**config.mk**
```make
export PLATFORM = sky130hd
export DESIGN_NAME = line_raster_writer
export DESIGN_NICKNAME = d
export VERILOG_FILES = /design/src/rtl/line_raster_writer.sv
export SDC_FILE = /design/constraint.sdc
export NUM_CORES = 1
export LEC_CHECK = 0
export CAP_MARGIN = 20
export CELL_PAD_IN_SITES_DETAIL_PLACEMENT = 1
export CELL_PAD_IN_SITES_GLOBAL_PLACEMENT = 2
export CORE_MARGIN = 5
export CORE_UTILIZATION = 34
export DETAILED_ROUTE_END_ITERATION = 10
export GPL_TIMING_DRIVEN = 0
export PLACE_DENSITY_LB_ADDON = 0.1
export SLEW_MARGIN = 20
export SYNTH_ARGS = -nofsm -noshare
export SYNTH_HDL_FRONTEND = slang
export SYNTH_SLANG_ARGS = --single-unit
```
**constraint.sdc**
```tcl
create_clock -name clk_in -period 5.7 [get_ports clk_in]
set_input_delay 1.71 -clock clk_in [delete_from_list [all_inputs] [get_ports clk_in]]
set_output_delay 1.71 -clock clk_in [all_outputs]
set_load 0.01 [all_outputs]
```
**src/rtl/line_raster_writer.sv**
```systemverilog
// Bresenham line rasterizer: takes one line command, walks every pixel in any octant
// and issues one framebuffer write per on-screen pixel over a valid/ready handshake.
module line_raster_writer #(
    parameter int unsigned FB_WIDTH    = 320,
    parameter int unsigned FB_HEIGHT   = 180,
    parameter int unsigned ADDR_WIDTH  = 16,
    parameter int unsigned COLOR_WIDTH = 16
) (
    input  logic                   clk_in,
    input  logic                   rst_in,
    input  logic                   cmd_valid_in,
    output logic                   cmd_ready_out,
    input  logic [10:0]            x0_in,
    input  logic [9:0]             y0_in,
    input  logic [10:0]            x1_in,
    input  logic [9:0]             y1_in,
    input  logic [COLOR_WIDTH-1:0] color_in,
    output logic                   pix_valid_out,
    input  logic                   pix_ready_in,
    output logic [10:0]            pix_x_out,
    output logic [9:0]             pix_y_out,
    output logic [ADDR_WIDTH-1:0]  pix_addr_out,
    output logic [COLOR_WIDTH-1:0] pix_color_out,
    output logic                   busy_out,
    output logic                   done_out
);

    localparam int unsigned X_W = 11;
    localparam int unsigned Y_W = 10;
    localparam int unsigned D_W = 13;
    localparam int unsigned E_W = 14;
    localparam int unsigned P_W = 32;

    typedef enum logic [1:0] {
        IDLE  = 2'd0,
        SETUP = 2'd1,
        DRAW  = 2'd2,
        DONE  = 2'd3
    } state_t;

    state_t state;
    state_t state_next;

    logic [X_W-1:0]         start_x;
    logic [Y_W-1:0]         start_y;
    logic [X_W-1:0]         end_x;
    logic [Y_W-1:0]         end_y;
    logic [X_W-1:0]         cx;
    logic [Y_W-1:0]         cy;
    logic [COLOR_WIDTH-1:0] color;
    logic signed [D_W-1:0]  dx;
    logic signed [D_W-1:0]  dy;
    logic signed [D_W-1:0]  err;
    logic                   sx_neg;
    logic                   sy_neg;

    logic signed [D_W-1:0]  dx_abs;
    logic signed [D_W-1:0]  dy_neg;
    logic signed [E_W-1:0]  e2;
    logic signed [E_W-1:0]  dx_ext;
    logic signed [E_W-1:0]  dy_ext;
    logic signed [D_W-1:0]  err_dx;
    logic signed [D_W-1:0]  err_dy;
    logic signed [D_W-1:0]  err_next;
    logic                   step_x;
    logic                   step_y;
    logic                   on_screen;
    logic                   at_end;
    logic                   advance;

    // Stepping decisions for the current point; both tests use the pre-update error.
    always_comb begin
        dx_abs    = (start_x < end_x) ? D_W'(end_x - start_x) : D_W'(start_x - end_x);
        dy_neg    = (start_y < end_y) ? -D_W'(end_y - start_y) : -D_W'(start_y - end_y);
        e2        = {err, 1'b0};
        dx_ext    = E_W'(dx);
        dy_ext    = E_W'(dy);
        step_x    = (e2 >= dy_ext);
        step_y    = (e2 <= dx_ext);
        err_dy    = step_x ? dy : '0;
        err_dx    = step_y ? dx : '0;
        err_next  = err + err_dy + err_dx;
        on_screen = (P_W'(cx) < FB_WIDTH) && (P_W'(cy) < FB_HEIGHT);
        at_end    = (cx == end_x) && (cy == end_y);
        // Off-screen points are skipped after one cycle without waiting for the sink.
        advance   = (state == DRAW) && (on_screen ? pix_ready_in : 1'b1);
    end

    always_ff @(posedge clk_in) begin
        if (rst_in) begin
            state <= IDLE;
        end else begin
            state <= state_next;
        end
    end

    always_comb begin
        state_next = state;
        case (state)
            IDLE:    if (cmd_valid_in) state_next = SETUP;
            SETUP:   state_next = DRAW;
            DRAW:    if (advance && at_end) state_next = DONE;
            DONE:    state_next = IDLE;
            default: state_next = IDLE;
        endcase
    end

    always_comb begin
        cmd_ready_out = 1'b0;
        pix_valid_out = 1'b0;
        busy_out      = 1'b1;
        done_out      = 1'b0;
        case (state)
            IDLE: begin
                cmd_ready_out = 1'b1;
                busy_out      = 1'b0;
            end
            DRAW:    pix_valid_out = on_screen;
            DONE:    done_out = 1'b1;
            default: ;
        endcase
    end

    always_ff @(posedge clk_in) begin
        if (rst_in) begin
            start_x <= '0;
            start_y <= '0;
            end_x   <= '0;
            end_y   <= '0;
            cx      <= '0;
            cy      <= '0;
            color   <= '0;
            dx      <= '0;
            dy      <= '0;
            err     <= '0;
            sx_neg  <= 1'b0;
            sy_neg  <= 1'b0;
        end else begin
            case (state)
                IDLE: begin
                    if (cmd_valid_in) begin
                        start_x <= x0_in;
                        start_y <= y0_in;
                        end_x   <= x1_in;
                        end_y   <= y1_in;
                        color   <= color_in;
                    end
                end
                SETUP: begin
                    dx     <= dx_abs;
                    dy     <= dy_neg;
                    err    <= dx_abs + dy_neg;
                    sx_neg <= !(start_x < end_x);
                    sy_neg <= !(start_y < end_y);
                    cx     <= start_x;
                    cy     <= start_y;
                end
                DRAW: begin
                    if (advance && !at_end) begin
                        err <= err_next;
                        if (step_x) cx <= sx_neg ? cx - X_W'(1) : cx + X_W'(1);
                        if (step_y) cy <= sy_neg ? cy - Y_W'(1) : cy + Y_W'(1);
                    end
                end
                default: ;
            endcase
        end
    end

    assign pix_x_out     = cx;
    assign pix_y_out     = cy;
    assign pix_color_out = color;
    assign pix_addr_out  = ADDR_WIDTH'(P_W'(cy) * P_W'(FB_WIDTH) + P_W'(cx));

endmodule

```
Word-level counts from Yosys, hierarchy flattened
Cells that the tools add are included.
{"block": "totals", "ff_bits": 122, "inputBits": 62, "output_inout_bits": 57, "elab_cells": 81}
{"block": "op_classes", "add_sub_neg": 14, "mul": 1, "n_lt_le_gt_ge": 6, "n_eq_ne": 10, "mux": 22, "reduce_logical": 15}
{"cell": "2-to-1 mux 13 bit", "count": 5}
{"cell": "adder 13 bit", "count": 3}
{"cell": "2-to-1 mux 11 bit", "count": 3}
{"cell": "2-to-1 mux 10 bit", "count": 3}
{"cell": "negation 13 bit", "count": 2}
{"cell": "case mux 13 bit (2 select lines)", "count": 1}
{"cell": "subtractor 11 x 11 -> 12 bit", "count": 2}
{"cell": "case mux 11 bit (2 select lines)", "count": 1}
{"cell": "subtractor 10 x 10 -> 11 bit", "count": 2}
{"cell": "case mux 10 bit (2 select lines)", "count": 1}
{"cell": "adder 16 x 11 -> 16 bit", "count": 1}
{"cell": "greater-or-equal comparator 14 x 13 -> 1 bit", "count": 1}
{"cell": "<= comparator 14 x 13 -> 1 bit", "count": 1}
{"cell": "adder 11 x 1 -> 11 bit, second input constant", "count": 1}
{"cell": "== test 11 bit", "count": 1}
{"cell": "less-than comparator 11 bit", "count": 1}
{"cell": "less-than comparator 11 x 9 -> 1 bit, second input constant", "count": 1}
{"cell": "subtractor 11 x 1 -> 11 bit, second input constant", "count": 1}
{"cell": "adder 10 x 1 -> 10 bit, second input constant", "count": 1}
{"cell": "== test 10 bit", "count": 1}
{"cell": "less-than comparator 10 bit", "count": 1}
{"cell": "less-than comparator 10 x 8 -> 1 bit, second input constant", "count": 1}
{"cell": "multiplier 10 x 3 -> 10 bit, second input constant", "count": 1}
{"cell": "subtractor 10 x 1 -> 10 bit, second input constant", "count": 1}
{"cell": "13 further kinds", "count": 31}

Logic depth before layout (Yosys ltp)
{"block": "logic_depth", "word_depth": 7, "depth_mapped": 22, "ltp_nobuf": 21}

Worst setup path after synthesis
Ideal clock, no wire load.
{"block": "synth_timing", "path_type": "flip-flop to flip-flop", "from": "register start_x[0]", "to": "register err[12]", "setup_time_ps": 88, "arrival_ps": 4490, "required_ps": 5612, "path_slack_ps": 1122, "path_stages_with_launch": 21, "path_buffers": 1, "synth_period_minus_slack_ps": 4578, "cell_sequence": "dfxtp_1 inv_1 ha_1 inv_1 fa_1 a211oi_1 o21ai_1 a41o_1 a21oi_1 buf_2 mux2i_1 xor2_1 ha_1 o21ai_0 a21oi_1 or4_1 a31o_2 o41ai_1 xor2_1 and4_1 o32ai_2"}
{"block": "synth_via", "elab_chain_cells": 4, "word_cells_on_any_way": 6, "classes_between": "add/sub: 3; order compare: 1; mux: 2"}
{"element": "from (decl)", "line": "44", "rtl": "logic [X_W-1:0] start_x;"}
{"element": "from (signal assigned)", "line": "142", "rtl": "start_x <= x0_in;"}
{"element": "subtractor 11 x 11 -> 12 bit / less-than comparator 11 bit (equally long branches)", "line": "73", "rtl": "dx_abs = (start_x < end_x) ? D_W'(end_x - start_x) : D_W'(start_x - end_x);"}
{"element": "2-to-1 mux 13 bit (*)", "line": "73"}
{"element": "named net dx_abs[3]", "line": "57", "rtl": "logic signed [D_W-1:0] dx_abs;"}
{"element": "adder 13 bit (*)", "line": "152", "rtl": "err <= dx_abs + dy_neg;"}
{"element": "case mux 13 bit (2 select lines) (*)", "line": "139", "rtl": "case (state)"}
{"element": "to (signal assigned)", "line": "152"}
{"element": "to (signal assigned)", "line": "160", "rtl": "err <= err_next;"}
{"element": "to (decl)", "line": "53", "rtl": "logic signed [D_W-1:0] err;"}
The timed path passes the listed nets; every way through them passes the cells marked *.
A chain may end at the register's enable or synchronous reset.

Worst setup path after layout
{"block": "layout_timing", "from": "register start_y[7]", "to": "register err[12]"}
{"block": "layout_via", "word_cells_on_any_way": 8, "classes_between": "add/sub: 5; order compare: 1; mux: 2"}
{"element": "from (decl)", "line": "45", "rtl": "logic [Y_W-1:0] start_y;"}
{"element": "from (signal assigned)", "line": "143", "rtl": "start_y <= y0_in;"}
{"element": "less-than comparator 10 bit", "line": "74", "rtl": "dy_neg = (start_y < end_y) ? -D_W'(end_y - start_y) : -D_W'(start_y - end_y);"}
{"element": "2-to-1 mux 13 bit", "line": "74"}
{"element": "named net dy_neg[4]", "line": "58", "rtl": "logic signed [D_W-1:0] dy_neg;"}
{"element": "adder 13 bit", "line": "152"}
{"element": "case mux 13 bit (2 select lines)", "line": "139"}
The timed path passes the listed nets, and every way through them passes these cells.

==> metrics.cfg <==
[synthesis]
yosysTopAreaCellShare_pct=21.6
netlist_top_cells_area=dfxtp_1, ha_1, a21oi_1
synth_top_family_by_area=compound AO/OA/AOI/OAI gates
synth-compound-area-share_pct=23.9
ys_async_sr_fraction_pct=0
seq_area_frac_synth_pct=21.6
netlist.top_cell.by_area=dfxtp_1
syn_avg_cell_area_um2=7.67
synth_area_um2=11200
synth_fp_nets=1678
ys_types=87
synth-simple-area-share_pct=19.6
synth_mux_area_share_pct=2.15
synthTopCellsByCount=nand2_1, inv_1, a21oi_1, ha_1, dfxtp_1
ys_warn_count=0
syn_inst=1462
yosys.area_share.adder_pct=18.6
synth-edff-count=0
synth.most_common_cell=nand2_1
synth_xor_xnor_area_share_pct=6.48
synth-main-ff-cell=dfxtp_1
ys_ff_latch=121

[sta]
fin_crit_ps=5370
finalSetupViolations=0
fin_setup_tns_ps=0
slew_headroom_pct=36.9
tightest_slew_ps=947
timing.final.crit_share_pct=94.2
max_freq_mhz=186
drv_slew=0
setup_ws_ps=333
hold_viol=0
fin_skew_ps=7.34
rsz0062_at_grt=no

[layout]
areaGrowthSynthToFinish_pct=20.8
fin_cells=2052
regArea_um2=2420
num_antenna_cells=0
utilization_pct=41.7
fillerInstances=4018
nets=1814
drive_gt1_share_pct=5.28
multiInputGateArea_um2=7980

[critical_path]
r2r_start=start_y[7]$_SDFFE_PP0P_
critical_path.max_fanout=10
startpoint_type=flop
rr_endpoint=err[12]$_SDFFE_PP0P_
max_stage_delay_ps=600
path_cells=inv_1 -> ha_1 -> clkbuf_1 -> nand2_1 -> o21ai_0 -> o21a_1 -> nor2_1 -> clkbuf_1 -> o21ai_0 -> ha_1 -> o21ai_0 -> a21oi_1 -> or4_1 -> a31o_2 -> o41ai_2 -> xor2_1 -> a211oi_1 -> o32ai_2
critPathKind=reg -> reg
worstPathArrival_ps=5670
critPathRequiredTime_ps=6000
cp_slowest_cell=o21ai_0
r2r_cells=18
crit_top_cell=o21ai_0
rrSetupSlack_ps=330
crit_path_end_kind=flop

[cts]
clk_path_buf_depth=2
cts_buffers=17
clkTransAtPathRegs_ps=60
insertion_delay_ps=430
cts.sinks=121
cts_tree=done
h-tree-depth=4
root_buffer=clkbuf_16
cts_hold_buf=0

[floorplanning]
initial_core_util_pct=34.5
die_w_um=192
io_pins=119
rows=66
coreArea_um2=32500
fp.dieH_um=192
dieArea_um2=36700

[routing]
drc_errors=0
wl_mm=43.1
met3_length_mm=1.56
wl_met2_mm=20.6
drtPass1Iterations=5
drt-met1-wl_mm=19.6
drt_iter0_drc=436
post_drt_wl_per_cell_um=21.0
vias_per_cell=5.29
top_layer_used=met5
dr_total_vias=10800
ant_nets=0

[global_routing]
grt_pass1_vias=11400
grt_max_degree=17
antenna_found_initial=1
grt_pass1_wl_mm=66.7
grt_usage_pct=23.7
overflow=0

[power_and_ir_drop]
power_density_nw_per_um2=751
p_total_w=0.0102
ir_drop_uv=331
p_leak_nw=5.68

[placement]
place.gp.congestion=0.920
post-place-ws_ps=39.3
place_hpwl_mm=35.2
dpl.cell_count=2021
port_buffers=117

[flow_run]
cap_viol_max_count=0

[run_status]
status=finished clean

[min_path]
holdPathEnd=pix_color_out[9]$_SDFFE_PP0P_
hold_path_class=reg -> reg
holdPathStages=2
hp-start=pix_color_out[9]$_SDFFE_PP0P_

-- critical path: cells and delay by family, from the launching register on --
| kind | cells | cell delay (ps) |
|---|---|---|
| XOR/XNOR | 1 | 150 |
| AND/OR/NAND/NOR | 3 | 720 |
| adder cells (fa/ha/maj) | 2 | 740 |
| buffers and inverters | 3 | 730 |
| AO/OA/AOI/OAI | 9 | 2390 |
| flip-flops | 1 | 510 |
-- cells in the final DEF, fill, tap and decap left out, drive strengths merged, types with 8 or more instances in the layout --
master and n:
nand2 181, inv 142, a21oi 139, ha 132
dfxtp 121, clkdlybuf4s50 117, nor2 113, clkbuf 67
o21ai 62, xnor2 58, a211oi 41, nor3 29
a21o 28, nand2b 26, nand3 26, xor2 25
mux2i 23, buf 23, fa 22, o21a 18
nand4 17, nor2b 15, a311oi 12, a31oi 11
and2 11, or3 10, o211a 9, o31ai 9
o21bai 9, nand3b 8, nor4 8, clkinv 8
-- layer usage --
layer	track usage (%)	vias up
met2	40.7	204
li1	-	5380
met1	30.6	5207
met5	0	-
met3	3.71	56
met4	7.46	2
-- cell type report --
| class | count | area share, % |
|---|---|---|
| Inverter | 143 | 3.96 |
| Timing Repair Buffer | 117 | 8.64 |
| Clock inverter | 11 | 0.923 |
| Sequential cell | 121 | 17.9 |
| Clock buffer | 20 | 3.30 |
| Buffer | 70 | 2.39 |
| Multi-Input combinational cell | 1128 | 58.8 |
| Tap cell | 442 | 4.08 |
-- cell families (layout without fill, tap and decap cells) --
family	count (synthesis)	in the layout
compound gates	396	396
fa+ha+maj	154	154
flops	121	121
simple gates	471	471
buf+inv	213	361
mux	24	24
xor+xnor	83	83
-- metrics by stage --
step                      hold WS (ps)  area [um^2]
after global placement             440        12900
after floorplan                    445        11200
after detailed placement           449        12900
final                              456        13600
after CTS                          461        13500
after global routing               478        13600
-- what timing repair did --
action                                  CTS  global route
setup buffers                             0             0
resized for setup                         1             9
pin swaps                                 0             0
endpoints found under the setup margin    1             3
-- registers in the layout (all words and copies together), names as in the netlist --
name           flops
pix_y_out         10
start_x           11
dy                13
sy_neg             1
dx                12
end_y             10
err               13
pix_x_out         11
sx_neg             1
pix_color_out     16
state              2
start_y           10
end_x             11
-- worst max path at each step --
stage	from	end	slack [ps]
final	start_y[7]$_SDFFE_PP0P_	err[12]$_SDFFE_PP0P_	330
after global routing	start_x[0]$_SDFFE_PP0P_	err[12]$_SDFFE_PP0P_	10
after CTS	start_x[0]$_SDFFE_PP0P_	err[12]$_SDFFE_PP0P_	30
after detailed placement	start_x[0]$_SDFFE_PP0P_	err[12]$_SDFFE_PP0P_	40
after global placement	start_x[0]$_SDFFE_PP0P_	err[12]$_SDFFE_PP0P_	40
after floorplan	start_x[0]$_SDFFE_PP0P_	err[12]$_SDFFE_PP0P_	1120
-- where the power goes --
part / internal [W] / switching (W)
sequential: 0.00109 / 0.000362
combinational: 0.00304 / 0.00458
clock: 0.000653 / 0.000443
total: 0.00479 / 0.00539
Power figures use the tool's default switching activity.
